**config.mk**
```make
export PLATFORM = sky130hd
export DESIGN_NAME = adder_tree_accumulator
export DESIGN_NICKNAME = d
export VERILOG_FILES = /design/src/rtl/adder_tree_accumulator.sv
export SDC_FILE = /design/constraint.sdc
export NUM_CORES = 1
export LEC_CHECK = 0
export CAP_MARGIN = 15
export CELL_PAD_IN_SITES_DETAIL_PLACEMENT = 1
export CELL_PAD_IN_SITES_GLOBAL_PLACEMENT = 1
export CORE_MARGIN = 5
export CORE_UTILIZATION = 43
export DETAILED_ROUTE_END_ITERATION = 8
export PLACE_DENSITY_LB_ADDON = 0.1
export SLEW_MARGIN = 20
export SYNTH_ARGS = -nofsm -noshare
export SYNTH_HDL_FRONTEND = slang
export SYNTH_SLANG_ARGS = --single-unit
```
**constraint.sdc**
```tcl
create_clock -name clk -period 8.9 [get_ports clk]
set_input_delay 1.78 -clock clk [delete_from_list [all_inputs] [get_ports clk]]
set_output_delay 1.78 -clock clk [all_outputs]
set_load 0.02 [all_outputs]
```
**src/rtl/adder_tree_accumulator.sv**
```systemverilog
// adder_tree_accumulator: sums ACC_LEN tree samples per frame
// and emits each frame total on a valid/ready result port.
module adder_tree_accumulator #(
  parameter int ADDER_WIDTH = 24,
  parameter int IN_EXTRA    = 1,
  parameter int ACC_LEN     = 16,
  parameter int IN_W        = ADDER_WIDTH + IN_EXTRA,
  parameter int CNT_W       = $clog2(ACC_LEN + 1),
  parameter int ACC_W       = IN_W + $clog2(ACC_LEN)
) (
  input  logic             clk,
  input  logic             rst,
  input  logic             in_valid,
  input  logic [IN_W-1:0]  in_sum,
  output logic             in_ready,
  input  logic             flush,
  output logic             out_valid,
  input  logic             out_ready,
  output logic [ACC_W-1:0] out_sum,
  output logic [CNT_W-1:0] out_count
);

  logic [ACC_W-1:0] acc;
  logic [CNT_W-1:0] cnt;
  logic [ACC_W-1:0] acc_add;
  logic [CNT_W-1:0] cnt_inc;
  logic             accept;
  logic             xfer;
  logic             close_smp;
  logic             close_fl;

  // Handshake qualifiers and frame-close decode.
  always_comb begin
    in_ready  = !out_valid || out_ready;
    accept    = in_valid && in_ready;
    xfer      = out_valid && out_ready;
    acc_add   = acc + ACC_W'(in_sum);
    cnt_inc   = cnt + CNT_W'(1);
    close_smp = accept &&
                ((cnt_inc == CNT_W'(ACC_LEN)) || flush);
    close_fl  = in_ready && flush && !accept &&
                (cnt != '0);
  end

  // Accumulator, counter and held result; a close in the
  // transfer cycle overrides the out_valid clear.
  always_ff @(posedge clk) begin
    if (rst) begin
      acc       <= '0;
      cnt       <= '0;
      out_sum   <= '0;
      out_count <= '0;
      out_valid <= 1'b0;
    end else begin
      if (xfer) begin
        out_valid <= 1'b0;
      end
      if (close_smp) begin
        out_sum   <= acc_add;
        out_count <= cnt_inc;
        out_valid <= 1'b1;
        acc       <= '0;
        cnt       <= '0;
      end else if (close_fl) begin
        out_sum   <= acc;
        out_count <= cnt;
        out_valid <= 1'b1;
        acc       <= '0;
        cnt       <= '0;
      end else if (accept) begin
        acc <= acc_add;
        cnt <= cnt_inc;
      end
    end
  end

endmodule

```
==> results of run 1 <==
## worst max path at each step
| stage | start | endpoint | cells after the start |
|---|---|---|---|
| 5_1_grt | out_ready | in_ready | 3 |
| 4_1_cts | out_ready | in_ready | 3 |
| 6_report | out_ready | in_ready | 3 |
| 2_1_floorplan | in_sum[0] | out_sum[26] | 10 |
| 3_5_place_dp | in_sum[0] | out_sum[26] | 11 |
| 3_3_place_gp | flush | out_sum[27] | 8 |
## cells in the final DEF (no fill, tap or decap), types with 3 or more instances in the layout
cell              n
clkdlybuf4s50_1  65
dfxtp_1          69
nor2b_1           4
a211oi_1          9
nand2_1          77
nand4_1           3
and3_1            8
a21o_1           16
nor2_1           40
xor2_1           12
buf_4             7
o21ai_1           4
xnor2_1          17
nand4b_1          3
nand3_1          14
a21oi_1          63
nor3_1            8
and2_1            5
o21bai_1          3
inv_1             8
a22oi_1          19
a31oi_1           6
o21ai_0          11
o22ai_1           3
clkbuf_8         11
ha_1             28
nand2b_1          3
nor4_1            3
or3_1             5
## metrics by stage
stage                     power, W  setup slack (ns)  instance area (sq um)  cells  hold slack [ns]
after detailed placement  0.000647              4.06                   4960    695            0.440
after global placement    0.000637              4.08                   4950    695            0.439
after CTS                 0.000917              4.09                   5160    711            0.460
after global routing      0.000964              4.02                   5160    711            0.487
final                     0.000910              4.10                   5160    711            0.454
after floorplan           0.000552              4.69                   4210    524            0.451
## synthesized netlist by cell type, types with 3 or more instances
cell type	count	share of area [%]
xor2_1	12	2.5
o22ai_1	3	0.45
clkbuf_1	22	2.0
buf_2	9	1.1
a22oi_1	19	3.4
dfxtp_1	69	33
ha_1	28	8.3
nand2_1	77	6.9
o21ai_0	11	1.3
or3_1	5	0.74
nand3_1	14	1.7
nor3_1	8	0.95
nor2_1	40	3.6
and3_1	8	1.2
a211oi_1	10	1.8
nor4_1	3	0.45
a31oi_1	6	0.89
inv_1	8	0.71
o21ai_1	4	0.48
o21bai_1	3	0.53
xnor2_1	17	3.5
nor2b_1	4	0.59
a21oi_1	63	7.5
nand2b_1	3	0.45
nand4b_1	3	0.62
nand4_1	3	0.45
a21o_1	16	2.9
and2_1	5	0.74
## layout make-up
| class | count | share of cell area (%) |
|---|---|---|
| clock buffers | 13 | 3.08 |
| clock inverters | 3 | 0.848 |
| inverters | 8 | 0.582 |
| multi-input cells | 413 | 51.9 |
| flip-flops and latches | 69 | 26.8 |
| well taps | 133 | 3.22 |
| repair buffers | 72 | 13.6 |
## kinds of logic (layout without fill, tap and decap cells)
group	count (synthesis)	count (layout)
DFF	69	69
AOI/OAI and AO/OA	168	168
buffers and inverters	42	96
muxes	3	3
xor gates and xnor gates	30	30
adders and majority gates	29	29
and+or+nand+nor	183	183
## layer usage
metal  track usage (%)  part of all wire (%)  routed length (um)
met5                 0                     0                   0
met4              6.85                   1.9                 248
met3              4.50                   3.8                 497
met2              40.5                    50                6580
met1              28.0                    45                5890
## report_power, final
group | switching (W) | internal [W] | leakage, nW
clock | 0.000123 | 0.000145 | 0.104
combinational | 0.000168 | 0.000118 | 1.40
sequential | 0.0000207 | 0.000334 | 0.563
total | 0.000313 | 0.000597 | 2.07
## sequential cells by signal, summed over array words and instances, names as in the netlist
name	cells
acc	29
out_sum	29
out_count	5
cnt	5
out_valid	1
## critical path, cell delays in order
cell and delay [ns]:
clkdlybuf4s50_1 0.44, nand2b_1 0.17, clkdlybuf4s50_1 0.63
==> results.py, run 1 <==
metrics = {
    "worst_setup_path": {
        "start_kind": "primary input",
        "crit_type": "in -> out",
        "required_ns": 7.12,
        "end_kind": "primary output",
        "r2r_setup_slack_ns": 5.79,
        "reg2regPathDepth": 9,
        "critPathMaxFanout": 5,
        "arrival_ns": 3.02,
        "rr_endpoint": "acc[17]",
        "timing.rr.start": "cnt[0]",
    },
    "power": {
        "p_leak_nw": 2.07,
        "power_density_mw_per_mm2": 176,
        "ir_worst_vdd_uv": 93.8,
    },
    "clock_tree": {
        "numCtsBuffers": 9,
        "postCtsSetupRepairBufs": 0,
        "cts_resized": 0,
        "ctsHoldBuffers": 0,
        "clk_pin_slew_worst_paths_ns": 0.08,
        "clock_latency_ns": 0.35,
        "clock_sink_count": 69,
        "cts_tree": "done",
        "ctsRootBufferMaster": "clkbuf_8",
        "cts_buffer_depth": 2,
        "cts_max_level": 3,
    },
    "synth": {
        "ys_seq_area_share_pct": 32.8,
        "yosys.area_share.simple_pct": 20.2,
        "synthArstFlopShare_pct": 0,
        "synthFlopType": "dfxtp_1",
        "synthMuxAreaShare_pct": 0.742,
        "synth-compound-area-share_pct": 27.0,
        "syn_avg_cell_area_sq_um": 8.04,
        "synth_area_sq_mm": 0.00421,
        "yosysWarnings": 0,
        "synth_fp_nets": 583,
        "synth_top_family_by_area": "compound AO/OA/AOI/OAI gates",
        "yosys.area_share.adder_pct": 8.79,
        "syn_inst": 524,
        "synthXorXnorAreaFrac_pct": 6.41,
        "synth_edf_count": 0,
        "synth_cell_types": 65,
        "ys_ff_latch": 69,
    },
    "grt": {
        "grt_overflow": 0,
        "grtUsageTotal_pct": 22.9,
        "grt_pass1_wl_mm": 21.4,
        "grt_antenna_before_repair": 0,
        "grt_pass1_vias": 4214,
        "grt_max_degree": 44,
    },
    "detailed_routing": {
        "drt_first_pass_iters": 4,
        "ant_nets": 0,
        "wl_per_cell_um": 18.6,
        "drtIter0Drc": 165,
        "num_vias": 4060,
        "wl_mm": 13.2,
        "vias_per_cell": 5.71,
        "drc": 0,
    },
    "sta": {
        "fmax_ghz": 0.208,
        "fin_crit_ns": 4.80,
        "relSlewSlack_pct": 49.5,
        "slew_violations": 0,
        "fin_setup_tns_ns": 0,
        "worstMarginPinSlew_ns": 0.756,
        "skew_ns": 0.0172,
        "hold_violations": 0,
        "final.period_utilization_pct": 54.0,
        "setup_viol": 0,
        "rsz0062_at_grt": "false",
    },
    "die": {
        "ios": 66,
        "fp.dieH_um": 109,
        "die_width_um": 109,
        "fp-row-count": 36,
        "core_area_sq_mm": 0.00968,
        "initial_core_util_pct": 43.5,
        "die-area_sq_mm": 0.0119,
    },
    "run_status": {
        "status": "completed",
    },
    "cells_and_area": {
        "antennaDiodeCount": 0,
        "drive_gt1_share_pct": 5.88,
        "seq_area_sq_mm": 0.00138,
        "fillers": 1185,
        "multiInputGateArea_sq_mm": 0.00268,
        "syn_to_final_growth_pct": 22.5,
        "finish.utilization_pct": 53.3,
        "fin_nets": 632,
    },
    "worst_hold_path": {
        "hp-start": "out_count[4]",
        "min_path_cells": 1,
        "hold_class": "reg -> reg",
        "hold_end": "out_count[4]",
    },
    "place": {
        "gp_congestion": 0.882,
        "io_buffer_count": 65,
        "hpwl_mm": 9.40,
    },
    "job": {
        "drv_cap": 0,
    },
}
(Power assumes the default switching activity.)
==> run 2, diff against run 1 <==
--- a/config.mk
+++ b/config.mk
@@ -9,7 +9,7 @@
 export CELL_PAD_IN_SITES_DETAIL_PLACEMENT = 1
 export CELL_PAD_IN_SITES_GLOBAL_PLACEMENT = 1
 export CORE_MARGIN = 5
-export CORE_UTILIZATION = 43
+export CORE_UTILIZATION = 36
 export DETAILED_ROUTE_END_ITERATION = 8
 export PLACE_DENSITY_LB_ADDON = 0.1
 export SLEW_MARGIN = 20
==> constraint.sdc (replaced) <==
create_clock -name clk -period 4.1 [get_ports clk]
set_input_delay 0.82 -clock clk [delete_from_list [all_inputs] [get_ports clk]]
set_output_delay 0.82 -clock clk [all_outputs]
set_load 0.02 [all_outputs]
==> results.py, run 2 (same netlist as run 1, synthesis figures left out) <==
metrics = {
    "grt": {
        "grt_max_degree": 43,
        "grt_overflow": 0,
        "grt_pass1_wl_mm": 22.3,
        "grtUsageTotal_pct": 19.4,
        "grt_antenna_before_repair": 0,
        "grt_pass1_vias": 4283,
    },
    "detailed_routing": {
        "num_vias": 4033,
        "drt_first_pass_iters": 4,
        "drc": 0,
        "wl_per_cell_um": 18.4,
        "drtIter0Drc": 155,
        "ant_nets": 0,
        "wl_mm": 13.3,
        "vias_per_cell": 5.55,
    },
    "clock_tree": {
        "cts_resized": 0,
        "clock_sink_count": 69,
        "cts_max_level": 3,
        "clock_latency_ns": 0.34,
        "ctsRootBufferMaster": "clkbuf_16",
        "cts_tree": "done",
        "numCtsBuffers": 9,
        "cts_buffer_depth": 2,
        "clk_pin_slew_worst_paths_ns": 0.06,
        "ctsHoldBuffers": 0,
        "postCtsSetupRepairBufs": 0,
    },
    "sta": {
        "skew_ns": 0.00798,
        "fin_crit_ns": 3.52,
        "setup_viol": 0,
        "worstMarginPinSlew_ns": 0.621,
        "rsz0062_at_grt": "false",
        "hold_violations": 0,
        "fmax_ghz": 0.284,
        "relSlewSlack_pct": 58.5,
        "final.period_utilization_pct": 85.9,
        "fin_setup_tns_ns": 0,
        "slew_violations": 0,
    },
    "worst_setup_path": {
        "end_kind": "flip-flop",
        "arrival_ns": 3.74,
        "start_kind": "primary input",
        "r2r_setup_slack_ns": 1.05,
        "crit_type": "in -> reg",
        "critPathMaxFanout": 5,
        "required_ns": 4.32,
    },
    "die": {
        "ios": 66,
        "initial_core_util_pct": 36.7,
        "core_area_sq_mm": 0.0115,
        "die-area_sq_mm": 0.0140,
        "fp.dieH_um": 118,
        "fp-row-count": 39,
        "die_width_um": 118,
    },
    "run_status": {
        "status": "completed",
    },
    "cells_and_area": {
        "largestRegisters": "acc: 29 flops, out_sum: 29 flops",
        "antennaDiodeCount": 0,
        "fillers": 1392,
        "fin_nets": 638,
        "syn_to_final_growth_pct": 26.6,
        "layoutNonFillerInstCount": 727,
        "final_cell_mix": "77 x nand2_1, 69 x dfxtp_1, 65 x clkdlybuf4s50_1",
        "mostFrequentLayoutCell": "nand2_1",
        "drive_gt1_share_pct": 7.19,
    },
    "place": {
        "place_inst": 711,
        "io_buffer_count": 65,
        "hpwl_mm": 9.57,
        "gp_congestion": 0.789,
    },
    "worst_hold_path": {
        "hold_class": "reg -> reg",
    },
    "power": {
        "ir_worst_vdd_uv": 217,
        "power_density_mw_per_mm2": 423,
        "p_leak_nw": 2.15,
    },
    "job": {
        "drv_cap": 0,
    },
}
-- run 2: cell types whose count changed in the layout (fill, tap and decap cells not counted), sizes merged --
cell / before / now
clkinvlp: 0 / 1
clkbuf: 13 / 10
clkinv: 2 / 3
bufinv: 1 / 2
buf: 7 / 13
-- run 2: per-stage QoR --
stage                     cell area (sq um)  worst slack [ns]  util (%)  total power (W)  hold WS, ns
after global routing                   5340             0.442      46.5          0.00238        0.480
after floorplan                        4210             0.846         -          0.00120        0.451
final                                  5340             0.579      46.5          0.00226        0.455
after detailed placement               5010             0.203      43.7          0.00140        0.449
after CTS                              5340             0.560      46.5          0.00228        0.459
after global placement                 5010             0.253      43.7          0.00139        0.434
-- run 2: where the power goes --
group          switching [W]  leakage, nW  internal, W
sequential         0.0000425        0.563     0.000725
combinational       0.000360         1.43     0.000261
clock               0.000323        0.158     0.000548
-- run 2: layout make-up --
| cell class | count | area (sq um) | share of cell area (%) |
|---|---|---|---|
| multi-input combinational | 413 | 2670 | 50.1 |
| sequential | 69 | 1380 | 25.9 |
| timing repair buffer | 78 | 748 | 14.0 |
| clock buffer | 10 | 239 | 4.48 |
| tap | 143 | 179 | 3.35 |
| clock inverter | 6 | 86.3 | 1.62 |
| inverter | 8 | 30.0 | 0.563 |
-- run 2: path summary, 6_finish.rpt --
path                       end    startpoint  cells after the start
setup / recovery   out_sum[26]     in_sum[0]                     11
setup reg to reg   out_sum[20]        cnt[0]                     10
hold reg to reg   out_count[4]  out_count[4]                      1
hold / removal    out_count[4]  out_count[4]                      1
-- run 2: worst max-delay path: stages --
cell	delay, ns
clkdlybuf4s50_1	0.40
ha_1	0.23
fa_1	0.41
a21o_1	0.21
a221o_2	0.38
a221o_4	0.42
a311oi_2	0.33
o22ai_1	0.17
xor2_1	0.16
a21oi_1	0.16
nor2_1	0.05
-- run 2: metal layers --
layer | GRT usage (%) | share of wire, %
met2 | 31.8 | 47
met4 | 4.44 | 0.76
met5 | 0 | 0
met3 | 4.78 | 3.6
met1 | 25.7 | 48
==> run 3, diff against run 2 <==
--- a/config.mk
+++ b/config.mk
@@ -6,12 +6,10 @@
 export NUM_CORES = 1
 export LEC_CHECK = 0
 export CAP_MARGIN = 15
-export CELL_PAD_IN_SITES_DETAIL_PLACEMENT = 1
-export CELL_PAD_IN_SITES_GLOBAL_PLACEMENT = 1
 export CORE_MARGIN = 5
-export CORE_UTILIZATION = 36
+export CORE_UTILIZATION = 49
 export DETAILED_ROUTE_END_ITERATION = 8
-export PLACE_DENSITY_LB_ADDON = 0.1
+export PLACE_DENSITY = 0.77
 export SLEW_MARGIN = 20
 export SYNTH_ARGS = -nofsm -noshare
 export SYNTH_HDL_FRONTEND = slang
==> results.py, run 3 (same netlist as run 1, synthesis figures left out) <==
metrics = {
    "grt": {
        "grt_pass1_vias": 4030,
        "grt_max_degree": 34,
        "grtUsageTotal_pct": 22.7,
        "grt_pass1_wl_mm": 18.9,
        "grt_antenna_before_repair": 0,
        "grt_overflow": 0,
    },
    "cells_and_area": {
        "design_area_sq_mm": 0.00516,
        "fillers": 758,
        "mostFrequentLayoutCell": "nand2_1",
        "final_cell_mix": "77 x nand2_1, 69 x dfxtp_1, 65 x clkdlybuf4s50_1",
        "drive_gt1_share_pct": 7.51,
        "fin_nets": 640,
        "antennaDiodeCount": 0,
        "largestRegisters": "acc: 29 flops, out_sum: 29 flops",
        "syn_to_final_growth_pct": 22.5,
    },
    "worst_hold_path": {
        "hp-start": "out_sum[6]",
        "hold_class": "reg -> reg",
        "hold_end": "out_sum[6]",
        "min_path_cells": 2,
    },
    "worst_setup_path": {
        "r2r_setup_slack_ns": 1.15,
        "crit_buf_inv": 1,
        "critPathMaxStageDelay_ns": 0.42,
        "crit_type": "in -> reg",
        "timing.rr.start": "acc[0]",
        "required_ns": 4.33,
        "arrival_ns": 3.74,
        "end_kind": "flip-flop",
        "rr_endpoint": "out_sum[26]",
        "reg2regPathDepth": 10,
        "path_cells": "clkdlybuf4s50_1 -> ha_1 -> fa_1 -> a21o_1 -> a221o_2 -> a221o_4 -> a311oi_2 -> o22ai_1 -> xor2_1 -> a21oi_1 -> nor2_1",
        "cp_top_family": "compound AO/OA/AOI/OAI gates",
        "critPathMaxFanout": 5,
        "worst_path_max_delay_cell": "a221o_4",
        "start_kind": "primary input",
    },
    "die": {
        "core_area_sq_mm": 0.00830,
        "initial_core_util_pct": 50.8,
        "die_width_um": 103,
        "fp.dieH_um": 103,
        "fp-row-count": 33,
        "die-area_sq_mm": 0.0106,
        "ios": 66,
    },
    "power": {
        "power_frac_clock_pct": 27.6,
        "intPower_w": 0.00124,
        "p_comb_share_pct": 32.3,
        "power_switching_w": 0.000668,
        "power_density_mw_per_mm2": 369,
        "p_leak_nw": 2.09,
        "swShare_pct": 35.0,
        "seqPwrFrac_pct": 40.2,
        "ir_worst_vdd_uv": 208,
    },
    "detailed_routing": {
        "drt_first_pass_iters": 5,
        "drc": 0,
        "wl_per_cell_um": 16.9,
        "vias_per_cell": 6.00,
        "num_vias": 4143,
        "ant_nets": 0,
        "drtIter0Drc": 282,
        "wl_mm": 11.7,
    },
    "sta": {
        "hold_violations": 0,
        "setup_viol": 0,
        "slew_violations": 0,
        "fmax_ghz": 0.285,
        "fin_crit_ns": 3.51,
        "rsz0062_at_grt": "false",
        "skew_ns": 0.00976,
        "fin_setup_tns_ns": 0,
        "final.period_utilization_pct": 85.5,
        "worstMarginPinSlew_ns": 0.689,
        "relSlewSlack_pct": 53.6,
    },
    "clock_tree": {
        "numCtsBuffers": 9,
        "cts_resized": 0,
        "cts_tree": "done",
        "postCtsSetupRepairBufs": 0,
        "clock_latency_ns": 0.35,
        "cts_max_level": 3,
        "clock_sink_count": 69,
        "ctsRootBufferMaster": "clkbuf_8",
        "clk_pin_slew_worst_paths_ns": 0.07,
        "ctsHoldBuffers": 0,
        "cts_buffer_depth": 2,
    },
    "place": {
        "gp_congestion": 0.964,
        "hpwl_mm": 8.39,
        "io_buffer_count": 65,
        "dpl_cell_area_sq_mm": 0.00498,
    },
    "job": {
        "drv_cap": 0,
    },
    "run_status": {
        "status": "completed",
    },
}
run 3: cell count changes in the layout (fill, tap and decap cells not counted), sizes merged:
cell	change
clkbuf	+1
buf	+2
clkinvlp	+1
bufinv	-2
clkinv	-1
inv	+1
run 3: worst reg2reg max path, stage by stage (launching register included):
cell      delay [ns]
dfxtp_1         0.33
ha_1            0.21
fa_1            0.41
a21o_1          0.21
a221o_2         0.38
a221o_4         0.42
a311oi_2        0.35
o22ai_1         0.17
xor2_1          0.16
a21oi_1         0.15
nor2_1          0.05
run 3: stage by stage:
stage               hold WS (ns)  util (%)  setup WS, ns  instances  power, W
floorplan                  0.451         -         0.846        524   0.00120
global placement           0.445      60.0         0.258        675   0.00137
detailed placement         0.446      60.0         0.255        675   0.00139
CTS                        0.458      62.2         0.611        691   0.00191
global route               0.482      62.2         0.503        691   0.00202
finish                     0.457      62.2         0.593        691   0.00191
run 3: final cells by class:
cell class,count,area (sq um),share of cell area [%]
clock inverters,5,33.8,0.654
multi-input cells,413,2670,51.8
flip-flops and latches,69,1380,26.8
repair buffers,80,763,14.8
inverters,8,30.0,0.582
well taps,105,131,2.54
clock buffers,11,151,2.93
run 3: per-layer routing:
| layer | up-vias | wire, um | GRT usage (%) | part of all wire [%] |
|---|---|---|---|---|
| li1 | 2010 | - | - | - |
| met1 | 1954 | 5340 | 30.9 | 46 |
| met2 | 155 | 5310 | 35.6 | 46 |
| met3 | 24 | 751 | 4.60 | 6.4 |
| met4 | 0 | 257 | 8.96 | 2.2 |
| met5 | - | 0 | 0 | 0 |
run 3: worst max path at each step:
stage | from | end | slack, ns | depth (start not counted)
floorplan | in_sum[0] | out_sum[26] | 0.85 | 10
global placement | in_sum[0] | out_sum[26] | 0.26 | 11
detailed placement | in_sum[0] | out_sum[26] | 0.26 | 11
CTS | in_sum[0] | out_sum[26] | 0.61 | 11
global route | in_sum[0] | out_sum[18] | 0.50 | 11
finish | in_sum[0] | out_sum[26] | 0.59 | 11
run 3: power by group through the flow:
stage / logic, W / registers, W / clock network, W
final: 0.000615 / 0.000766 / 0.000526
after global routing: 0.000674 / 0.000773 / 0.000573
after CTS: 0.000611 / 0.000766 / 0.000536
after detailed placement: 0.000605 / 0.000782 / 0
after global placement: 0.000594 / 0.000778 / 0
after floorplan: 0.000401 / 0.000797 / 0
